===== src/rtl/riscv_dm_pkg.sv =====
`default_nettype none
// ============================================================================
// Module      : riscv_dm_pkg
// Description : Shared DMI widths, the failed-operation response code and the
//               state encoding of the DMI request arbiter. The ERR and DRAIN
//               states exist only when DMI_ARB_TIMEOUT_EN is defined.
// Revision    : 1.0 - initial release
// ============================================================================
package riscv_dm_pkg;

  localparam int DMI_ADDR_WIDTH = 7;
  localparam int DMI_DATA_WIDTH = 32;
  localparam int DMI_OP_WIDTH   = 2;

  localparam logic [DMI_OP_WIDTH-1:0] DMI_OP_FAILED = 2'd2;

`ifdef DMI_ARB_TIMEOUT_EN
  typedef enum logic [2:0] {
    ST_IDLE  = 3'd0,
    ST_FWD   = 3'd1,
    ST_WAIT  = 3'd2,
    ST_ERR   = 3'd3,
    ST_DRAIN = 3'd4
  } dmi_arb_state_e;
`else
  typedef enum logic [2:0] {
    ST_IDLE  = 3'd0,
    ST_FWD   = 3'd1,
    ST_WAIT  = 3'd2
  } dmi_arb_state_e;
`endif

  // Width of a requester index; never narrower than one bit.
  function automatic int dmi_arb_idx_w(input int num_req);
    return (num_req > 1) ? $clog2(num_req) : 1;
  endfunction

endpackage
`default_nettype wire


===== src/rtl/dmi_rr_arbiter.sv =====
`default_nettype none
// ============================================================================
// Module      : dmi_rr_arbiter
// Description : Combinational round-robin selector. Searches the request
//               vector starting at (last_grant + 1) mod NUM_REQ and returns
//               the first requester found, plus an any-request flag.
// Ports       : i_req        - request vector
//               i_last_grant - index of the requester served last
//               o_grant      - selected requester (0 when nothing requests)
//               o_any_valid  - at least one request present
// Revision    : 1.0 - initial release
// ============================================================================
module dmi_rr_arbiter #(
  parameter int NUM_REQ = 2,
  parameter int IDX_W   = 1
) (
  input  logic [NUM_REQ-1:0] i_req,
  input  logic [IDX_W-1:0]   i_last_grant,
  output logic [IDX_W-1:0]   o_grant,
  output logic               o_any_valid
);

  logic [IDX_W-1:0] w_cand;

  // Walk the offsets from farthest to nearest so the nearest requester
  // after last_grant is the one left standing in o_grant.
  always_comb begin
    o_grant     = '0;
    o_any_valid = |i_req;
    w_cand      = '0;
    for (int i = NUM_REQ; i >= 1; i--) begin
      w_cand = IDX_W'((int'(i_last_grant) + i) % NUM_REQ);
      if (i_req[w_cand]) begin
        o_grant = w_cand;
      end
    end
  end

endmodule
`default_nettype wire


===== src/rtl/dmi_req_arbiter.sv =====
`default_nettype none
// ============================================================================
// Module      : dmi_req_arbiter
// Description : Shares one Debug Module DMI port between NUM_REQ requesters.
//               One transaction is outstanding at a time; requesters are
//               granted round-robin and the DM response is routed back to
//               the granted requester only.
//               Optional feature macro: DMI_ARB_TIMEOUT_EN - adds a response
//               timeout of TIMEOUT_CYCLES. On expiry the requester receives a
//               failed response and the late DM response is discarded.
// Ports       : clk_i, rstn_i                  - clock, async active-low reset
//               s_req_*  / s_resp_*            - requester-side channels
//               m_req_*  / m_resp_*            - DM-side channels
// Revision    : 1.0 - initial release
// ============================================================================
module dmi_req_arbiter
  import riscv_dm_pkg::*;
#(
  parameter int NUM_REQ        = 2,
  parameter int TIMEOUT_CYCLES = 1024
) (
  input  logic                                     clk_i,
  input  logic                                     rstn_i,
  // requester request channel
  input  logic [NUM_REQ-1:0]                       s_req_valid_i,
  output logic [NUM_REQ-1:0]                       s_req_ready_o,
  input  logic [NUM_REQ-1:0][DMI_ADDR_WIDTH-1:0]   s_req_addr_i,
  input  logic [NUM_REQ-1:0][DMI_DATA_WIDTH-1:0]   s_req_data_i,
  input  logic [NUM_REQ-1:0][DMI_OP_WIDTH-1:0]     s_req_op_i,
  // requester response channel
  output logic [NUM_REQ-1:0]                       s_resp_valid_o,
  input  logic [NUM_REQ-1:0]                       s_resp_ready_i,
  output logic [DMI_DATA_WIDTH-1:0]                s_resp_data_o,
  output logic [DMI_OP_WIDTH-1:0]                  s_resp_op_o,
  // DM request channel
  output logic                                     m_req_valid_o,
  input  logic                                     m_req_ready_i,
  output logic [DMI_ADDR_WIDTH-1:0]                m_req_addr_o,
  output logic [DMI_DATA_WIDTH-1:0]                m_req_data_o,
  output logic [DMI_OP_WIDTH-1:0]                  m_req_op_o,
  // DM response channel
  input  logic                                     m_resp_valid_i,
  output logic                                     m_resp_ready_o,
  input  logic [DMI_DATA_WIDTH-1:0]                m_resp_data_i,
  input  logic [DMI_OP_WIDTH-1:0]                  m_resp_op_i
);

  localparam int IDX_W = dmi_arb_idx_w(NUM_REQ);
  localparam logic [IDX_W-1:0] c_last_idx = IDX_W'(NUM_REQ - 1);

  dmi_arb_state_e             r_state;
  logic [IDX_W-1:0]           r_grant;
  logic [IDX_W-1:0]           r_last_grant;
  logic                       r_m_req_valid;
  logic [DMI_ADDR_WIDTH-1:0]  r_m_req_addr;
  logic [DMI_DATA_WIDTH-1:0]  r_m_req_data;
  logic [DMI_OP_WIDTH-1:0]    r_m_req_op;

  logic [IDX_W-1:0]           w_rr_grant;
  logic                       w_any_valid;
  logic                       w_resp_hs;

`ifdef DMI_ARB_TIMEOUT_EN
  localparam int CNT_W = $clog2(TIMEOUT_CYCLES + 1);
  localparam logic [CNT_W-1:0] c_cnt_last = CNT_W'(TIMEOUT_CYCLES - 1);
  logic [CNT_W-1:0] r_timeout_cnt;
`else
  logic w_unused_timeout_cfg;
  assign w_unused_timeout_cfg = (TIMEOUT_CYCLES > 0);
`endif

  dmi_rr_arbiter #(
    .NUM_REQ (NUM_REQ),
    .IDX_W   (IDX_W)
  ) u_rr (
    .i_req        (s_req_valid_i),
    .i_last_grant (r_last_grant),
    .o_grant      (w_rr_grant),
    .o_any_valid  (w_any_valid)
  );

  // Response handshake between the DM and the granted requester.
  assign w_resp_hs = m_resp_valid_i && s_resp_ready_i[r_grant];

  // --------------------------------------------------------------------------
  // Control FSM. The DM request valid and payload are registered when the
  // grant is taken, so the granted requester's payload is presented to the
  // DM one cycle after its valid is seen in IDLE.
  // --------------------------------------------------------------------------
  always_ff @(posedge clk_i or negedge rstn_i) begin
    if (!rstn_i) begin
      r_state       <= ST_IDLE;
      r_grant       <= '0;
      r_last_grant  <= c_last_idx;
      r_m_req_valid <= 1'b0;
      r_m_req_addr  <= '0;
      r_m_req_data  <= '0;
      r_m_req_op    <= '0;
`ifdef DMI_ARB_TIMEOUT_EN
      r_timeout_cnt <= '0;
`endif
    end else begin
      case (r_state)
        ST_IDLE: begin
          if (w_any_valid) begin
            r_grant       <= w_rr_grant;
            r_m_req_valid <= 1'b1;
            r_m_req_addr  <= s_req_addr_i[w_rr_grant];
            r_m_req_data  <= s_req_data_i[w_rr_grant];
            r_m_req_op    <= s_req_op_i[w_rr_grant];
            r_state       <= ST_FWD;
          end
        end

        // The grant is held even if the requester drops valid here.
        ST_FWD: begin
          if (m_req_ready_i) begin
            r_m_req_valid <= 1'b0;
            r_state       <= ST_WAIT;
`ifdef DMI_ARB_TIMEOUT_EN
            r_timeout_cnt <= '0;
`endif
          end
        end

        ST_WAIT: begin
          if (w_resp_hs) begin
            r_last_grant <= r_grant;
            r_state      <= ST_IDLE;
          end
`ifdef DMI_ARB_TIMEOUT_EN
          // A DM response present in the expiry cycle wins over the timeout;
          // the counter only advances while the DM is silent.
          else if (!m_resp_valid_i) begin
            if (r_timeout_cnt == c_cnt_last) begin
              r_state <= ST_ERR;
            end else begin
              r_timeout_cnt <= r_timeout_cnt + 1'b1;
            end
          end
`endif
        end

`ifdef DMI_ARB_TIMEOUT_EN
        ST_ERR: begin
          if (s_resp_ready_i[r_grant]) begin
            r_state <= ST_DRAIN;
          end
        end

        // Swallow the one late DM response before accepting new work.
        ST_DRAIN: begin
          if (m_resp_valid_i) begin
            r_last_grant <= r_grant;
            r_state      <= ST_IDLE;
          end
        end
`endif

        default: begin
          r_state <= ST_IDLE;
        end
      endcase
    end
  end

  assign m_req_valid_o = r_m_req_valid;
  assign m_req_addr_o  = r_m_req_addr;
  assign m_req_data_o  = r_m_req_data;
  assign m_req_op_o    = r_m_req_op;

  // --------------------------------------------------------------------------
  // Handshake routing. Everything is gated by state, so an asynchronous
  // reset (which forces IDLE) clears all of these outputs immediately.
  // --------------------------------------------------------------------------
  always_comb begin
    s_req_ready_o  = '0;
    s_resp_valid_o = '0;
    s_resp_data_o  = '0;
    s_resp_op_o    = '0;
    m_resp_ready_o = 1'b0;
    case (r_state)
      ST_FWD: begin
        s_req_ready_o[r_grant] = m_req_ready_i;
      end
      ST_WAIT: begin
        s_resp_valid_o[r_grant] = m_resp_valid_i;
        s_resp_data_o           = m_resp_data_i;
        s_resp_op_o             = m_resp_op_i;
        m_resp_ready_o          = s_resp_ready_i[r_grant];
      end
`ifdef DMI_ARB_TIMEOUT_EN
      ST_ERR: begin
        s_resp_valid_o[r_grant] = 1'b1;
        s_resp_op_o             = DMI_OP_FAILED;
      end
      ST_DRAIN: begin
        m_resp_ready_o = 1'b1;
      end
`endif
      default: begin
        m_resp_ready_o = 1'b0;
      end
    endcase
  end

endmodule
`default_nettype wire


===== config.mk =====
export PLATFORM = sky130hd
export DESIGN_NAME = dmi_req_arbiter
export DESIGN_NICKNAME = d
export VERILOG_FILES = /design/src/rtl/riscv_dm_pkg.sv /design/src/rtl/dmi_rr_arbiter.sv /design/src/rtl/dmi_req_arbiter.sv
export SDC_FILE = /design/constraint.sdc
export NUM_CORES = 1
export LEC_CHECK = 0
export ABC_AREA = 1
export BUFFER_PORTS_ARGS = -buffer_cell sky130_fd_sc_hd__buf_4
export CORE_ASPECT_RATIO = 1.4
export CORE_MARGIN = 3
export CORE_UTILIZATION = 41
export DETAILED_ROUTE_END_ITERATION = 8
export PLACE_DENSITY_LB_ADDON = 0.3
export RECOVER_POWER = 25
export SETUP_SLACK_MARGIN = 0.4
export SLEW_MARGIN = 20
export SYNTH_ARGS = -nofsm -noshare
export SYNTH_HDL_FRONTEND = slang
export SYNTH_SLANG_ARGS = --single-unit
export TNS_END_PERCENT = 50

===== constraint.sdc =====
create_clock -name clk_i -period 1.57 [get_ports clk_i]
set_clock_uncertainty 0.2 [all_clocks]
set_input_delay 0.314 -clock clk_i [delete_from_list [all_inputs] [get_ports clk_i]]
set_output_delay 0.314 -clock clk_i [all_outputs]
set_load 0.02 [all_outputs]

==> run summary <==
CLOCK NETWORK
----------------------------------------------------------------------------------------
Clock tree root buffer cell ...............................................     clkbuf_8
Bufs on Longest Clock Path ................................................            2
TritonCTS clock tree ......................................................         done
Clock-pin slew on the worst setup and hold paths ..........................      0.09 ns
# clock sinks .............................................................           46
Clock latency of the later-clocked register in the worst-skew pair ........      0.29 ns
TritonCTS buffer count ....................................................            5
CTS H-Tree Depth ..........................................................            2

GLOBAL ROUTE
----------------------------------------------------------------------------------------
Via count of the first global-routing pass ................................         3792
Antenna violations before repair ..........................................            0
Total gr overflow .........................................................            0
Total routing resource utilization after global routing ...................       28.43%
First-pass GRT wire length ................................................     18130 µm
Maximum number of pins on one net before global-route repair ..............           47

SETUP PATH
----------------------------------------------------------------------------------------
Category of cells accounting for the largest share of critical-path delay .   flip-flops
Highest cell delay on the worst timing path ...............................      0.41 ns
Worst EP arrival ..........................................................      1.34 ns
Required time reported for the critical path endpoint .....................      1.06 ns
Kind of critical path .....................................................   reg -> out
Category of the worst setup path launch point .............................    flip-flop
End of the worst register-to-register path ................................ m_req_data_o[23]$_DFFE_PN0P_
First element of the critical path ........................................ r_state[0]$_DFFE_PN0P_
Critical path depth .......................................................            5
Slowest stage cell on the critical path ...................................      dfrtp_1
Critical Path Most Common Cell ............................................        buf_6
Critical path, cell by cell ............................................... inv_2 > nand2_4 > buf_6 > nor3_4 > buf_6
Critical path peak fanout .................................................            3
Number of cell instances on the worst register-to-register path ...........            8
Worst Setup EP ............................................................ s_resp_valid_o[1]
RR Startpoint ............................................................. r_state[0]$_DFFE_PN0P_
Critical path buffers and inverters .......................................            3
Reg-to-reg slack, setup ...................................................     -0.02 ns
Kind of capture point of the worst setup path ............................. primary output

PLACEMENT
----------------------------------------------------------------------------------------
Cell area after placement ................................................. 0.004871 mm²
Port-buffer cells .........................................................          204
Half-perimeter wire length of the detailed placement result ...............      7768 µm
Placer congestion estimate ................................................       0.8316

TIMING
----------------------------------------------------------------------------------------
Slew margin rel. ..........................................................       23.08%
Setup repair after global routing missed its margin .......................         true
Period utilisation layout .................................................       118.3%
Hold Violations, Final ....................................................            0
Post-layout worst setup margin ............................................   -0.2869 ns
Highest attainable clock frequency ........................................   0.5385 GHz
Final Max Slew Viols ......................................................            0
Slew at the pin with the worst max-slew slack .............................     1.154 ns
Final count of negative-setup-slack endpoints .............................           44
Final min period ..........................................................     1.857 ns

YOSYS
----------------------------------------------------------------------------------------
Yosys warning total .......................................................            0
Netlist area before placement ............................................. 0.002879 mm²
Mean instance size in the synthesized netlist .............................    6.232 µm²
Post-Syn Instances ........................................................          462
Synthesized netlist net count .............................................          586
Seq/Total Area, Yosys .....................................................       40.03%
Cell variety after synth ..................................................           16
Synth Register Bits .......................................................           46

FLOORPLAN
----------------------------------------------------------------------------------------
Die Span X ................................................................     76.82 µm
Number of primary I/O pins ................................................          205
Die outline height ........................................................     105.2 µm
Effective utilization at floorplan ........................................       42.97%
Rows ......................................................................           35
CORE AREA ................................................................. 0.006700 mm²
Die area .................................................................. 0.008078 mm²

CELLS AND AREA
----------------------------------------------------------------------------------------
Most frequent standard cell in the layout excluding fill and tap cells ....        buf_4
Highest-count cells in the layout ignoring fill and taps .................. buf_4, nand2_1, inv_1, buf_6, nand3_1
Post-route design area .................................................... 0.005672 mm²
Net count of the finished layout ..........................................          801
Synthesis-to-finish area growth ...........................................       97.00%
# diodes ..................................................................            0
Multi-input gate area ..................................................... 0.001582 mm²
Share of post-route cells with drive strength above 1 .....................       46.76%
Sequential cell area ...................................................... 0.001154 mm²
Number of fill cells ......................................................          370

ROUTE
----------------------------------------------------------------------------------------
Detailed-route vias per instance ..........................................        4.949
Routed wire length per instance ...........................................     16.35 µm
Via Count .................................................................         3811
Initial detailed-routing violation count ..................................          227
Total DRC errors in the routed layout .....................................            0
First-pass iteration count of the detailed router .........................            4
Total wirelength of the detailed-routed design ............................     12590 µm
ANT nets after route ......................................................            0

POWER AND IR DROP
----------------------------------------------------------------------------------------
Gate power share ..........................................................        67.6%
Clock network power share .................................................         7.9%
Standby leakage power .....................................................     3.289 nW
Total design power ........................................................     9.310 mW
Areal power density over the cells ........................................  1642 mW/mm²
Max rail drop VDD .........................................................     1.285 mV
Switch share ..............................................................       44.52%
Cell internal power dissipation ...........................................     5.165 mW
Part of the total power dissipated in sequential elements .................        24.5%
Switching power summed over all nets ......................................     4.145 mW

HOLD PATH
----------------------------------------------------------------------------------------
Worst hold-check path type ................................................  in -> async

STATUS
----------------------------------------------------------------------------------------
Violated checks ........................................................... negative setup slack
Run status ................................................................ finished, violations left

RUN
----------------------------------------------------------------------------------------
Max-cap check violation count .............................................            0

## repair_timing
action,in CTS,in global routing
cloned,5,0
resized for setup,90,36
setup endpoints to repair,127,127
pin swaps,2,12
setup buffers,6,3
endpoints found under the hold margin,45,45
## synthesized netlist by cell type, drive strengths merged
library cell,count,area [µm²]
a21oi,1,5.000
buf,16,92.59
clkbuf,9,33.78
dfrtp,45,1126
dfstp,1,26.28
inv,121,454.2
nand2,140,530.5
nand3,83,415.4
nor2,41,156.4
nor3,2,10.01
o21ai,2,21.27
o31ai,1,7.510
## power groups by stage
stage / sequential [mW] / combinational [mW] / clock, mW
after global placement: 2.15 / 4.74 / 0
after floorplan: 2.80 / 2.13 / 0
final: 2.28 / 6.30 / 0.736
after CTS: 2.25 / 5.90 / 0.751
after global routing: 2.35 / 6.67 / 0.789
after detailed placement: 2.16 / 4.85 / 0
## per-stage QoR
step,std cells,utilization [%],TNS [ns],hold slack (ns),worst slack (ns)
floorplan,462,-,0,-0.1816,0.09649
global placement,748,72.70,0,0.1463,0.009126
detailed placement,748,72.70,-0.03541,0.1557,-0.03438
CTS,767,81.85,-8.339,-0.1684,-0.2904
global route,770,84.65,-11.93,0.03388,-0.3226
finish,770,84.65,-9.495,0.03099,-0.2869
## logic make-up (layout without fill, tap and decap cells)
| family | count (synthesis) | in the layout | synth area share, % |
|---|---|---|---|
| flops | 46 | 46 | 40.03 |
| buf+inv | 146 | 362 | 20.17 |
| simple gates | 266 | 266 | 38.64 |
| compound gates | 4 | 4 | 1.173 |
## area by class of cell
cell class	instances	area share (%)
Clock inverter	1	0.08824
Multi-Input combinational cell	270	27.88
Inverter	121	8.008
Tap cell	92	2.030
Sequential cell	46	20.34
Timing Repair Buffer	233	40.13
Clock buffer	7	1.522
## sequential cells by signal, indices dropped and copies added (netlist names)
register,count
m_req_addr_o,7
m_req_data_o,32
m_req_op_o,2
m_req_valid_o,1
r_grant,1
r_last_grant,1
r_state,2
## per-layer routing
metal	share of wire [%]	vias to the layer above	global-route usage, %
li1	-	1771	-
met1	35	1802	28.53
met2	54	196	53.43
met3	6.7	42	7.155
met4	4.1	0	13.73
met5	0	-	0
## how the worst min path moves through the flow
stage,start,endpoint,slack (ns),cells past startpoint
3_5_place_dp,rstn_i,m_req_data_o[1]$_DFFE_PN0P_,0.16,1
6_report,rstn_i,m_req_data_o[1]$_DFFE_PN0P_,0.03,1
3_3_place_gp,rstn_i,m_req_data_o[0]$_DFFE_PN0P_,0.15,1
4_1_cts,rstn_i,m_req_data_o[1]$_DFFE_PN0P_,-0.17,1
5_1_grt,m_req_ready_i,r_state[0]$_DFFE_PN0P_,0.03,2
2_1_floorplan,rstn_i,m_req_addr_o[0]$_DFFE_PN0P_,-0.18,0
Power figures use the tool's default switching activity.
